`src/rtl/i2c_init_sequencer_if.sv`:
```
// Transaction type shared with i2c_controller, plus the sequencer <-> controller bus.
package i2c_init_sequencer_pkg;
  typedef enum logic [0:0] {
    WRITE_8BIT_REGISTER = 1'b0,
    READ_8BIT           = 1'b1
  } i2c_transaction_t;
endpackage

// Command (ctl_*) and read-return (rd_*) channels between sequencer and controller.
interface i2c_init_sequencer_if;
  import i2c_init_sequencer_pkg::*;

  i2c_transaction_t ctl_mode;
  logic             ctl_valid;
  logic             ctl_ready;
  logic [6:0]       ctl_addr;
  logic [7:0]       ctl_data;
  logic             rd_valid;
  logic             rd_ready;
  logic [7:0]       rd_data;

  modport master (
    output ctl_mode, ctl_valid, ctl_addr, ctl_data, rd_ready,
    input  ctl_ready, rd_valid, rd_data
  );

  modport slave (
    input  ctl_mode, ctl_valid, ctl_addr, ctl_data, rd_ready,
    output ctl_ready, rd_valid, rd_data
  );
endinterface

```
`src/rtl/i2c_init_sequencer.sv`:
```
// ROM-driven I2C bring-up sequencer: writes, delays and read-and-verify polls.
module i2c_init_sequencer
  import i2c_init_sequencer_pkg::*;
#(
  parameter int unsigned CLK_HZ        = 12_000_000,
  parameter logic [6:0]  DEVICE_ADDR   = 7'h10,
  parameter int unsigned ROM_DEPTH     = 32,
  parameter string       ROM_FILE      = "",
  parameter int unsigned DELAY_UNIT_US = 1000,
  parameter int unsigned MAX_POLLS     = 16
) (
  input  logic                         clk,
  input  logic                         rst,
  input  logic                         start,
  i2c_init_sequencer_if.master         bus,
  output logic                         busy,
  output logic                         done,
  output logic                         error,
  output logic [$clog2(ROM_DEPTH)-1:0] err_index
);

  localparam int unsigned PC_W         = $clog2(ROM_DEPTH);
  localparam int unsigned CPU_RAW      = CLK_HZ / 1_000_000 * DELAY_UNIT_US;
  localparam int unsigned CYC_PER_UNIT = (CPU_RAW == 0) ? 1 : CPU_RAW;
  localparam int unsigned PRESC_W      = $clog2(CYC_PER_UNIT + 1);
  localparam int unsigned POLL_W       = $clog2(MAX_POLLS + 1);

  localparam logic [2:0]  OP_WRITE = 3'b000;
  localparam logic [2:0]  OP_DELAY = 3'b001;
  localparam logic [2:0]  OP_READ  = 3'b010;
  localparam logic [2:0]  OP_END   = 3'b111;
  localparam logic [15:0] END_WORD = 16'hE000;

  typedef enum logic [2:0] {
    S_IDLE, S_FETCH, S_DECODE, S_SEND, S_RDWAIT, S_DELAY, S_DONE, S_ERR
  } state_t;

  logic [15:0]        rom [ROM_DEPTH];
  logic [15:0]        rom_q;
  state_t             state;
  logic [PC_W-1:0]    pc;
  logic [POLL_W-1:0]  polls;
  logic [12:0]        units_left;
  logic [PRESC_W-1:0] presc;
  logic               retry;
  logic               last_pc;

  // ROM contents: all END until written.
  initial begin
    for (int i = 0; i < int'(ROM_DEPTH); i++) rom[i] = END_WORD;
  end

  assign bus.ctl_addr = DEVICE_ADDR;
  assign last_pc      = (pc == PC_W'(ROM_DEPTH - 1));

  // Synchronous ROM read; the word addressed in FETCH is valid in DECODE.
  always_ff @(posedge clk) begin
    rom_q <= rom[pc];
  end

  // Sequencer FSM with registered bus and status outputs.
  always_ff @(posedge clk) begin
    if (rst) begin
      state         <= S_IDLE;
      pc            <= '0;
      polls         <= '0;
      units_left    <= '0;
      presc         <= '0;
      retry         <= 1'b0;
      bus.ctl_valid <= 1'b0;
      bus.ctl_mode  <= WRITE_8BIT_REGISTER;
      bus.ctl_data  <= '0;
      bus.rd_ready  <= 1'b0;
      busy          <= 1'b0;
      done          <= 1'b0;
      error         <= 1'b0;
      err_index     <= '0;
    end else begin
      case (state)
        S_IDLE, S_DONE, S_ERR: begin
          if (start) begin
            state <= S_FETCH;
            pc    <= '0;
            polls <= '0;
            retry <= 1'b0;
            done  <= 1'b0;
            error <= 1'b0;
            busy  <= 1'b1;
          end
        end

        S_FETCH: state <= S_DECODE;

        S_DECODE: begin
          case (rom_q[15:13])
            OP_WRITE, OP_READ: begin
              state         <= S_SEND;
              bus.ctl_valid <= 1'b1;
              bus.ctl_mode  <= (rom_q[15:13] == OP_READ) ? READ_8BIT : WRITE_8BIT_REGISTER;
              bus.ctl_data  <= rom_q[7:0];
            end
            OP_DELAY: begin
              if (rom_q[12:0] == 13'd0) begin
                // Zero-length delay just steps to the next entry.
                if (last_pc) begin
                  state <= S_DONE;
                  done  <= 1'b1;
                  busy  <= 1'b0;
                end else begin
                  pc    <= pc + 1'b1;
                  state <= S_FETCH;
                end
              end else begin
                state      <= S_DELAY;
                units_left <= rom_q[12:0];
                presc      <= PRESC_W'(CYC_PER_UNIT - 1);
                retry      <= 1'b0;
              end
            end
            OP_END: begin
              state <= S_DONE;
              done  <= 1'b1;
              busy  <= 1'b0;
            end
            default: begin
              state     <= S_ERR;
              error     <= 1'b1;
              busy      <= 1'b0;
              err_index <= pc;
            end
          endcase
        end

        S_SEND: begin
          if (bus.ctl_valid && bus.ctl_ready) begin
            bus.ctl_valid <= 1'b0;
            if (bus.ctl_mode == READ_8BIT) begin
              state        <= S_RDWAIT;
              bus.rd_ready <= 1'b1;
            end else if (last_pc) begin
              state <= S_DONE;
              done  <= 1'b1;
              busy  <= 1'b0;
            end else begin
              pc    <= pc + 1'b1;
              state <= S_FETCH;
            end
          end
        end

        S_RDWAIT: begin
          // ctl_data still holds the expected byte of this READ_EXPECT entry.
          if (bus.rd_valid && bus.rd_ready) begin
            bus.rd_ready <= 1'b0;
            if (bus.rd_data == bus.ctl_data) begin
              polls <= '0;
              if (last_pc) begin
                state <= S_DONE;
                done  <= 1'b1;
                busy  <= 1'b0;
              end else begin
                pc    <= pc + 1'b1;
                state <= S_FETCH;
              end
            end else if ((32'(polls) + 32'd1) < MAX_POLLS) begin
              polls      <= polls + 1'b1;
              state      <= S_DELAY;
              units_left <= 13'd1;
              presc      <= PRESC_W'(CYC_PER_UNIT - 1);
              retry      <= 1'b1;
            end else begin
              state     <= S_ERR;
              error     <= 1'b1;
              busy      <= 1'b0;
              err_index <= pc;
            end
          end
        end

        S_DELAY: begin
          if (presc == '0) begin
            if (units_left == 13'd1) begin
              if (retry) begin
                state         <= S_SEND;
                bus.ctl_valid <= 1'b1;
                retry         <= 1'b0;
              end else if (last_pc) begin
                state <= S_DONE;
                done  <= 1'b1;
                busy  <= 1'b0;
              end else begin
                pc    <= pc + 1'b1;
                state <= S_FETCH;
              end
            end else begin
              units_left <= units_left - 13'd1;
              presc      <= PRESC_W'(CYC_PER_UNIT - 1);
            end
          end else begin
            presc <= presc - 1'b1;
          end
        end

        default: state <= S_IDLE;
      endcase
    end
  end

endmodule
```
`src/flat_wrapper.sv`:
```
// flat-port wrapper written by rule: the top's interface ports become plain ports
module i2c_init_sequencer_flat import i2c_init_sequencer_pkg::*;
#(
  parameter int unsigned CLK_HZ        = 12_000_000,
  parameter logic [6:0]  DEVICE_ADDR   = 7'h10,
  parameter int unsigned ROM_DEPTH     = 32,
  parameter string       ROM_FILE      = "",
  parameter int unsigned DELAY_UNIT_US = 1000,
  parameter int unsigned MAX_POLLS     = 16
)
  (clk, rst, start, busy, done, error, err_index, bus_ctl_mode, bus_ctl_valid, bus_ctl_addr, bus_ctl_data, bus_rd_ready, bus_ctl_ready, bus_rd_valid, bus_rd_data);
  i2c_init_sequencer_if bus_i ();
  input  logic clk;
  input  logic rst;
  input  logic start;
  output logic busy;
  output logic done;
  output logic error;
  output logic [$clog2(ROM_DEPTH)-1:0] err_index;
  output wire logic [$bits(bus_i.ctl_mode)-1:0] bus_ctl_mode;
  output wire logic [$bits(bus_i.ctl_valid)-1:0] bus_ctl_valid;
  output wire logic [$bits(bus_i.ctl_addr)-1:0] bus_ctl_addr;
  output wire logic [$bits(bus_i.ctl_data)-1:0] bus_ctl_data;
  output wire logic [$bits(bus_i.rd_ready)-1:0] bus_rd_ready;
  input wire logic [$bits(bus_i.ctl_ready)-1:0] bus_ctl_ready;
  input wire logic [$bits(bus_i.rd_valid)-1:0] bus_rd_valid;
  input wire logic [$bits(bus_i.rd_data)-1:0] bus_rd_data;
  assign bus_ctl_mode = bus_i.ctl_mode;
  assign bus_ctl_valid = bus_i.ctl_valid;
  assign bus_ctl_addr = bus_i.ctl_addr;
  assign bus_ctl_data = bus_i.ctl_data;
  assign bus_rd_ready = bus_i.rd_ready;
  assign bus_i.ctl_ready = bus_ctl_ready;
  assign bus_i.rd_valid = bus_rd_valid;
  assign bus_i.rd_data = bus_rd_data;
  i2c_init_sequencer #(.CLK_HZ(CLK_HZ), .DEVICE_ADDR(DEVICE_ADDR), .ROM_DEPTH(ROM_DEPTH), .ROM_FILE(ROM_FILE), .DELAY_UNIT_US(DELAY_UNIT_US), .MAX_POLLS(MAX_POLLS)) u_core (.clk(clk), .rst(rst), .start(start), .bus(bus_i), .busy(busy), .done(done), .error(error), .err_index(err_index));
endmodule
```
`config.mk`:
```
export PLATFORM = sky130hd
export DESIGN_NAME = i2c_init_sequencer_flat
export DESIGN_NICKNAME = d
export VERILOG_FILES = /design/src/rtl/i2c_init_sequencer_if.sv /design/src/rtl/i2c_init_sequencer.sv /design/src/flat_wrapper.sv
export SDC_FILE = /design/constraint.sdc
export NUM_CORES = 1
export LEC_CHECK = 0
export BUFFER_PORTS_ARGS = -buffer_cell sky130_fd_sc_hd__buf_4
export CORE_MARGIN = 2
export CORE_UTILIZATION = 53
export CTS_CLUSTER_DIAMETER = 40
export DETAILED_ROUTE_END_ITERATION = 7
export PLACE_DENSITY = 0.77
export SYNTH_ARGS = -nofsm -noshare
export SYNTH_HDL_FRONTEND = slang
export SYNTH_SLANG_ARGS = --single-unit
export TNS_END_PERCENT = 20
```
`constraint.sdc`:
```
create_clock -name clk -period 2.2 [get_ports clk]
set_clock_uncertainty 0.15 [all_clocks]
set_input_delay 0.44 -clock clk [delete_from_list [all_inputs] [get_ports clk]]
set_output_delay 0.44 -clock clk [all_outputs]
set_load 0.02 [all_outputs]
```
==> out/metrics.yaml, run 1 <==
critical_path:
  end_kind: "flop"
  arrival_ns: 2.35
  cp_max_fo: 5
  worstPathRequired_ns: 2.28
  cp-start-kind: "flop"
  worstSetupPathType: "flop to flop"
status:
  violations: "negative setup slack"
  status: "finished with violations"
synth:
  synth_top_area_share_pct: 31.7
  netlist_area_um2: 3220
  ys_top_cells_by_count: "dfxtp_1 (51), nand2_1 (42), nor2_1 (20)"
  synth.most_common_cell: "dfxtp_1"
  synth.largest_area_cell: "dfxtp_1"
  synth_edf_count: 0
  synth_top_flop_cell: "dfxtp_1"
  synth.distinct_cells: 65
  ys_ff_latch: 51
  synthArstFlopShare_pct: 0
  yosysWarnings: 0
  ys_seq_area_share_pct: 31.7
  syn_inst: 389
  avgSynthCellArea_um2: 8.28
  synth_area_leaders: "dfxtp_1 (32%), mux2i_1 (5.3%), nand2_1 (4.9%)"
clock_tree:
  clkSinkCount: 51
  cts_buffer_depth: 2
  clk_latency_ns: 0.31
  cts-hold-fix-buffers: 0
  ctsHtreeMaxLevel: 2
  cts_tree: "done"
  clkTransAtPathRegs_ns: 0.10
  numCtsBuffers: 5
  cts-root-buf: "clkbuf_8"
sta:
  rsz0062_at_grt: "yes"
  hold_viol: 0
  worst_slew_pin_slew_ns: 0.737
  max_freq_mhz: 440
  finalSetupViolCount: 17
  min_period_ns: 2.27
  postLayoutSetupSlackWorst_ns: -0.0736
  fin_crit_sh_pct: 103
  maxSlewViolCount: 0
  slew-limit-headroom_pct: 50.7
floorplanning:
  die_area_um2: 6720
  rows: 28
  start_util_pct: 54.7
  io_pins: 39
  die_w_um: 82.0
  die_h_um: 82.0
  core-area_um2: 5890
routing:
  drtAntennaViolNets: 0
  vias_per_cell: 6.11
  drtPass1Iterations: 5
  drt_iter0_markers: 330
  wirelength_um: 9250
  wl_per_cell_um: 16.4
  vias: 3441
  drc: 0
global_routing:
  grt_pass1_wl_um: 14400
  grt_antenna_before_repair: 0
  track_usage_pct: 27.3
  grt_pass1_vias: 3248
  grt_max_degree: 29
  overflow: 0
power_and_ir_drop:
  totalPowerFinal_mw: 2.16
  leakagePower_nw: 1.73
  ir_drop_v: 0.000472
  p_per_area_nw_per_um2: 501
worst_hold_path:
  hold_path_class: "input port to flop"
finish:
  fin_nets: 507
  antenna_cells: 0
  syn_to_final_growth_pct: 34.1
  drive_above_1_share_pct: 35.7
  final_util_pct: 73.4
job:
  cap_violations: 0
place:
  hpwl_um: 6740
  gp_congestion: 0.996
  port_buffers: 22
[state kept, by name, summed over array words and instances (netlist names), 3 cells and up]
signal / cells
u_core.presc: 14
u_core.pc: 5
u_core.units_left: 13
u_core.err_index: 5
u_core.polls: 5
u_core.state: 3
[area by class of cell]
| cell class | count | area (um^2) |
|---|---|---|
| inverters | 10 | 37.5 |
| well taps | 75 | 93.8 |
| repair buffers | 109 | 822 |
| clock inverters | 3 | 18.8 |
| multi-input cells | 310 | 2250 |
| flip-flops and latches | 51 | 1030 |
| clock buffers | 5 | 68.8 |
| fillers | 436 | 1570 |
[repair_timing]
| item | 4_1_cts | 5_1_grt |
|---|---|---|
| endpoints found under the setup margin | 36 | 38 |
| pin swaps | 6 | 19 |
| buffers inserted | 3 | 1 |
| gates resized for setup | 22 | 23 |
[cells in the final DEF (no fill, tap or decap), types with 5 or more instances in the layout]
cell type and count:
clkbuf_8 5, a31oi_1 12, conb_1 16, mux2i_1 17, a21oi_1 16, nor2_1 19, nand2b_1 12, inv_1 7
dfxtp_1 45, nand2_1 42, nor3_1 11, nor2b_1 6, buf_4 108, nand3_1 12, dfxtp_2 6, a211oi_1 5
o21ai_0 13, or3_1 10, a311oi_1 10
[worst paths after layout]
kind | start | end | slack [ns] | depth (start not counted)
hold reg to reg | u_core.err_index[2] | u_core.err_index[2] | 0.31 | 2
setup reg to reg | u_core.units_left[1] | u_core.busy | -0.07 | 7
hold / removal | bus_rd_valid | u_core.bus.rd_ready | 0.16 | 2
setup / recovery | u_core.units_left[1] | u_core.busy | -0.07 | 7
[cells by family (layout without fill, tap and decap cells)]
logic type / Yosys count / after routing / share of synthesized area, %
AND/OR/NAND/NOR: 158 / 158 / 27.5
adder cells (fa/ha/maj): 7 / 7 / 2.72
buffers and inverters: 42 / 127 / 6.80
XOR/XNOR: 1 / 1 / 0.272
AO/OA/AOI/OAI: 109 / 109 / 24.9
other: 2 / 16 / 0.233
multiplexers: 19 / 19 / 5.98
flip-flops: 51 / 51 / 31.7
[layer usage]
layer,global-route usage (%),part of all wire [%],vias to the layer above
li1,-,-,1640
met1,33.6,43,1668
met2,48.6,50,106
met3,3.19,4.2,27
met4,10.2,2.4,0
met5,0,0,-
[worst max-delay path, stage by stage (launching register included)]
cell	delay [ns]
dfxtp_2	0.33
inv_2	0.05
ha_1	0.12
or4b_4	0.49
or4_4	0.48
a32oi_4	0.25
a31oi_1	0.14
a311oi_2	0.19
[report_power, final]
part           switching, mW  internal, mW
clock network          0.325         0.225
logic                  0.347         0.278
registers             0.0347         0.953
total                  0.707          1.46
[metrics by stage]
step                      area [um^2]  setup TNS (ns)  cells  hold slack (ns)  worst slack [ns]
final                            4320          -0.528    563            0.157           -0.0736
after global routing             4320           -3.14    563            0.163            -0.172
after CTS                        4190          -0.507    562            0.157           -0.0657
after detailed placement         4000           -2.08    551            0.301            -0.134
after global placement           4000          -0.663    551            0.297           -0.0795
after floorplan                  3300         -0.0987    403            0.302           -0.0779
(Power assumes the default switching activity.)
==> run 2: changes to the inputs <==
- CORE_UTILIZATION: 53 -> 50
- PLACE_DENSITY: 0.77 -> 0.73
==> run 2 against run 1 <==
The run still ends with negative setup slack left. Power increased by 0.42%. Maximum frequency decreased by 1.4%. Design area increased by 0.46%. Global-route usage is 2.5 points lower. Critical path type unchanged.
==> out/metrics.yaml, run 2 (same netlist as run 1, synthesis figures left out) <==
clock_tree:
  cts-hold-fix-buffers: 0  # unchanged
  clkTransAtPathRegs_ns: 0.10  # about the same
  ctsHtreeMaxLevel: 2  # unchanged
  numCtsBuffers: 5  # unchanged
  clkSinkCount: 51  # unchanged
  clk_latency_ns: 0.31  # about the same
  cts_tree: "done"
  cts_buffer_depth: 2  # unchanged
  cts-root-buf: "clkbuf_8"
critical_path:
  crit_family: "simple AND/OR/NAND/NOR gates"
  path_cells: "inv_2 -> ha_4 -> or4b_4 -> or4_4 -> a32oi_4 -> a31oi_2 -> a311oi_2"
  end_kind: "flop"
  worstSetupPathType: "flop to flop"
  path_depth: 7  # unchanged
  arrival_ns: 2.38  # +0.03 ns
  cp-start-kind: "flop"
  worstPathRequired_ns: 2.27  # about the same
  cp_max_fo: 5  # unchanged
  slowest_delay_ns: 0.48  # about the same
  critPathSlowestCell: "or4b_4"
  endpoint: "u_core.busy"
  r2r-end: "u_core.busy"
  reg2reg_slack_ns: -0.11  # -0.03 ns
  r2r_cells: 7  # unchanged
  critical_path_buf_inv_count: 1  # unchanged
  timing.rr.start: "u_core.units_left[1]"
  startpoint: "u_core.units_left[1]"
finish:
  fin_nets: 503  # -0.79%
  final_common_cell: "buf_4"
  syn_to_final_growth_pct: 34.7
  most-common-layout-cells: "buf_4 (102), dfxtp_1 (45), nand2_1 (41)"
  top_regs: "u_core.presc (14), u_core.units_left (13)"
  largest_register_ffs: 14  # unchanged
  antenna_cells: 0  # unchanged
  fin_area_um2: 4340  # +0.46%
  drive_above_1_share_pct: 36.9  # +1.2 points
  top_register: "u_core.presc"
power_and_ir_drop:
  ir_drop_v: 0.000449  # -4.7%
  p_per_area_nw_per_um2: 500  # about the same
  totalPowerFinal_mw: 2.17  # +0.42%
  leakagePower_nw: 1.72  # -0.46%
floorplanning:
  io_pins: 39  # unchanged
  die_h_um: 84.3  # +2.8%
  rows: 29  # +3.6%
  core-area_um2: 6280  # +6.7%
  die_area_um2: 7100  # +5.7%
  start_util_pct: 51.3  # -3.4 points
  die_w_um: 84.3  # +2.8%
sta:
  hold_viol: 0  # unchanged
  whs_ns: 0.168  # +0.0108 ns
  maxSlewViolCount: 0  # unchanged
  finalSetupViolCount: 7  # -10
  worst_slew_pin_slew_ns: 0.587  # -0.150 ns
  rsz0062_at_grt: "yes"
  postLayoutSetupSlackWorst_ns: -0.105  # -0.0316 ns
  timing.setup.tns_ns: -0.373  # +0.156 ns
  fin_crit_sh_pct: 105  # +1.4 points
  max_freq_mhz: 434  # -1.4%
  slew-limit-headroom_pct: 60.3  # +9.6 points
  min_period_ns: 2.31  # +0.0316 ns
status:
  violations: "negative setup slack"
  status: "finished with violations"
routing:
  wirelength_um: 9030  # -2.4%
  drt_iter0_markers: 275  # -17%
  drc: 0  # unchanged
  vias_per_cell: 6.04  # -1.2%
  vias: 3381  # -1.7%
  drtPass1Iterations: 5  # unchanged
  drtAntennaViolNets: 0  # unchanged
  wl_per_cell_um: 16.1  # -1.9%
place:
  placed_area_um2: 3980  # -0.50%
  port_buffers: 22  # unchanged
  gp_congestion: 0.998  # +0.14%
  hpwl_um: 6660  # -1.1%
worst_hold_path:
  hold_path_class: "input port to flop"
global_routing:
  grt_pass1_vias: 3133  # -3.5%
  grt_antenna_before_repair: 0  # unchanged
  grt_pass1_wl_um: 14600  # +1.3%
  track_usage_pct: 24.8  # -2.5 points
  overflow: 0  # unchanged
  grt_max_degree: 29  # unchanged
job:
  cap_violations: 0  # unchanged
-- run 2: how the worst min path moves through the flow --
stage | slack, ns | end | startpoint | cells past startpoint
after floorplan | 0.30 | u_core.pc[3] | u_core.pc[3] | 2
after global placement | 0.29 | u_core.done | u_core.done | 2
after detailed placement | 0.30 | u_core.done | u_core.done | 2
after CTS | 0.16 | u_core.bus.rd_ready | bus_rd_valid | 2
after global routing | 0.17 | u_core.bus.rd_ready | bus_rd_valid | 2
final | 0.17 | u_core.bus.rd_ready | bus_rd_valid | 2
-- run 2: power breakdown --
part	internal [mW]	switching (mW)
Clock	0.248	0.307
Sequential	0.953	0.0348
Combinational	0.285	0.345
-- run 2: final cells by class --
class	instances	area, um^2
multi-input combinational	310	2290
fill	535	1940
sequential	51	1030
timing repair buffer	105	800
tap	77	96.3
clock buffer	6	82.6
inverter	10	37.5
clock inverter	1	5.00
-- run 2: metrics by stage --
stage | cells | utilization [%] | setup WS (ns)
5_1_grt | 560 | 69.1 | -0.208
6_report | 560 | 69.1 | -0.105
3_3_place_gp | 550 | 63.4 | -0.0885
4_1_cts | 559 | 65.8 | -0.0872
2_1_floorplan | 403 | - | -0.0779
3_5_place_dp | 550 | 63.4 | -0.148
-- run 2: worst reg2reg max path, stage by stage, from the launching register on --
cell,delay [ns]
dfxtp_2,0.33
inv_2,0.06
ha_4,0.12
or4b_4,0.48
or4_4,0.47
a32oi_4,0.26
a31oi_2,0.14
a311oi_2,0.21
-- run 2: repair_timing --
item | CTS | global route
resized for setup | 14 | 41
pin swaps | 26 | 15
endpoints found under the setup margin | 32 | 41
cloned | 0 | 0
buffers inserted | 2 | 1
-- run 2: layer usage --
layer / wire length [um] / part of all wire, % / GRT usage [%] / vias to the layer above
met5: 0 / 0 / 0 / -
met4: 210 / 2.3 / 8.94 / 0
met3: 403 / 4.5 / 3.74 / 20
met2: 4430 / 49 / 40.9 / 112
met1: 3980 / 44 / 33.0 / 1618
li1: - / - / - / 1631
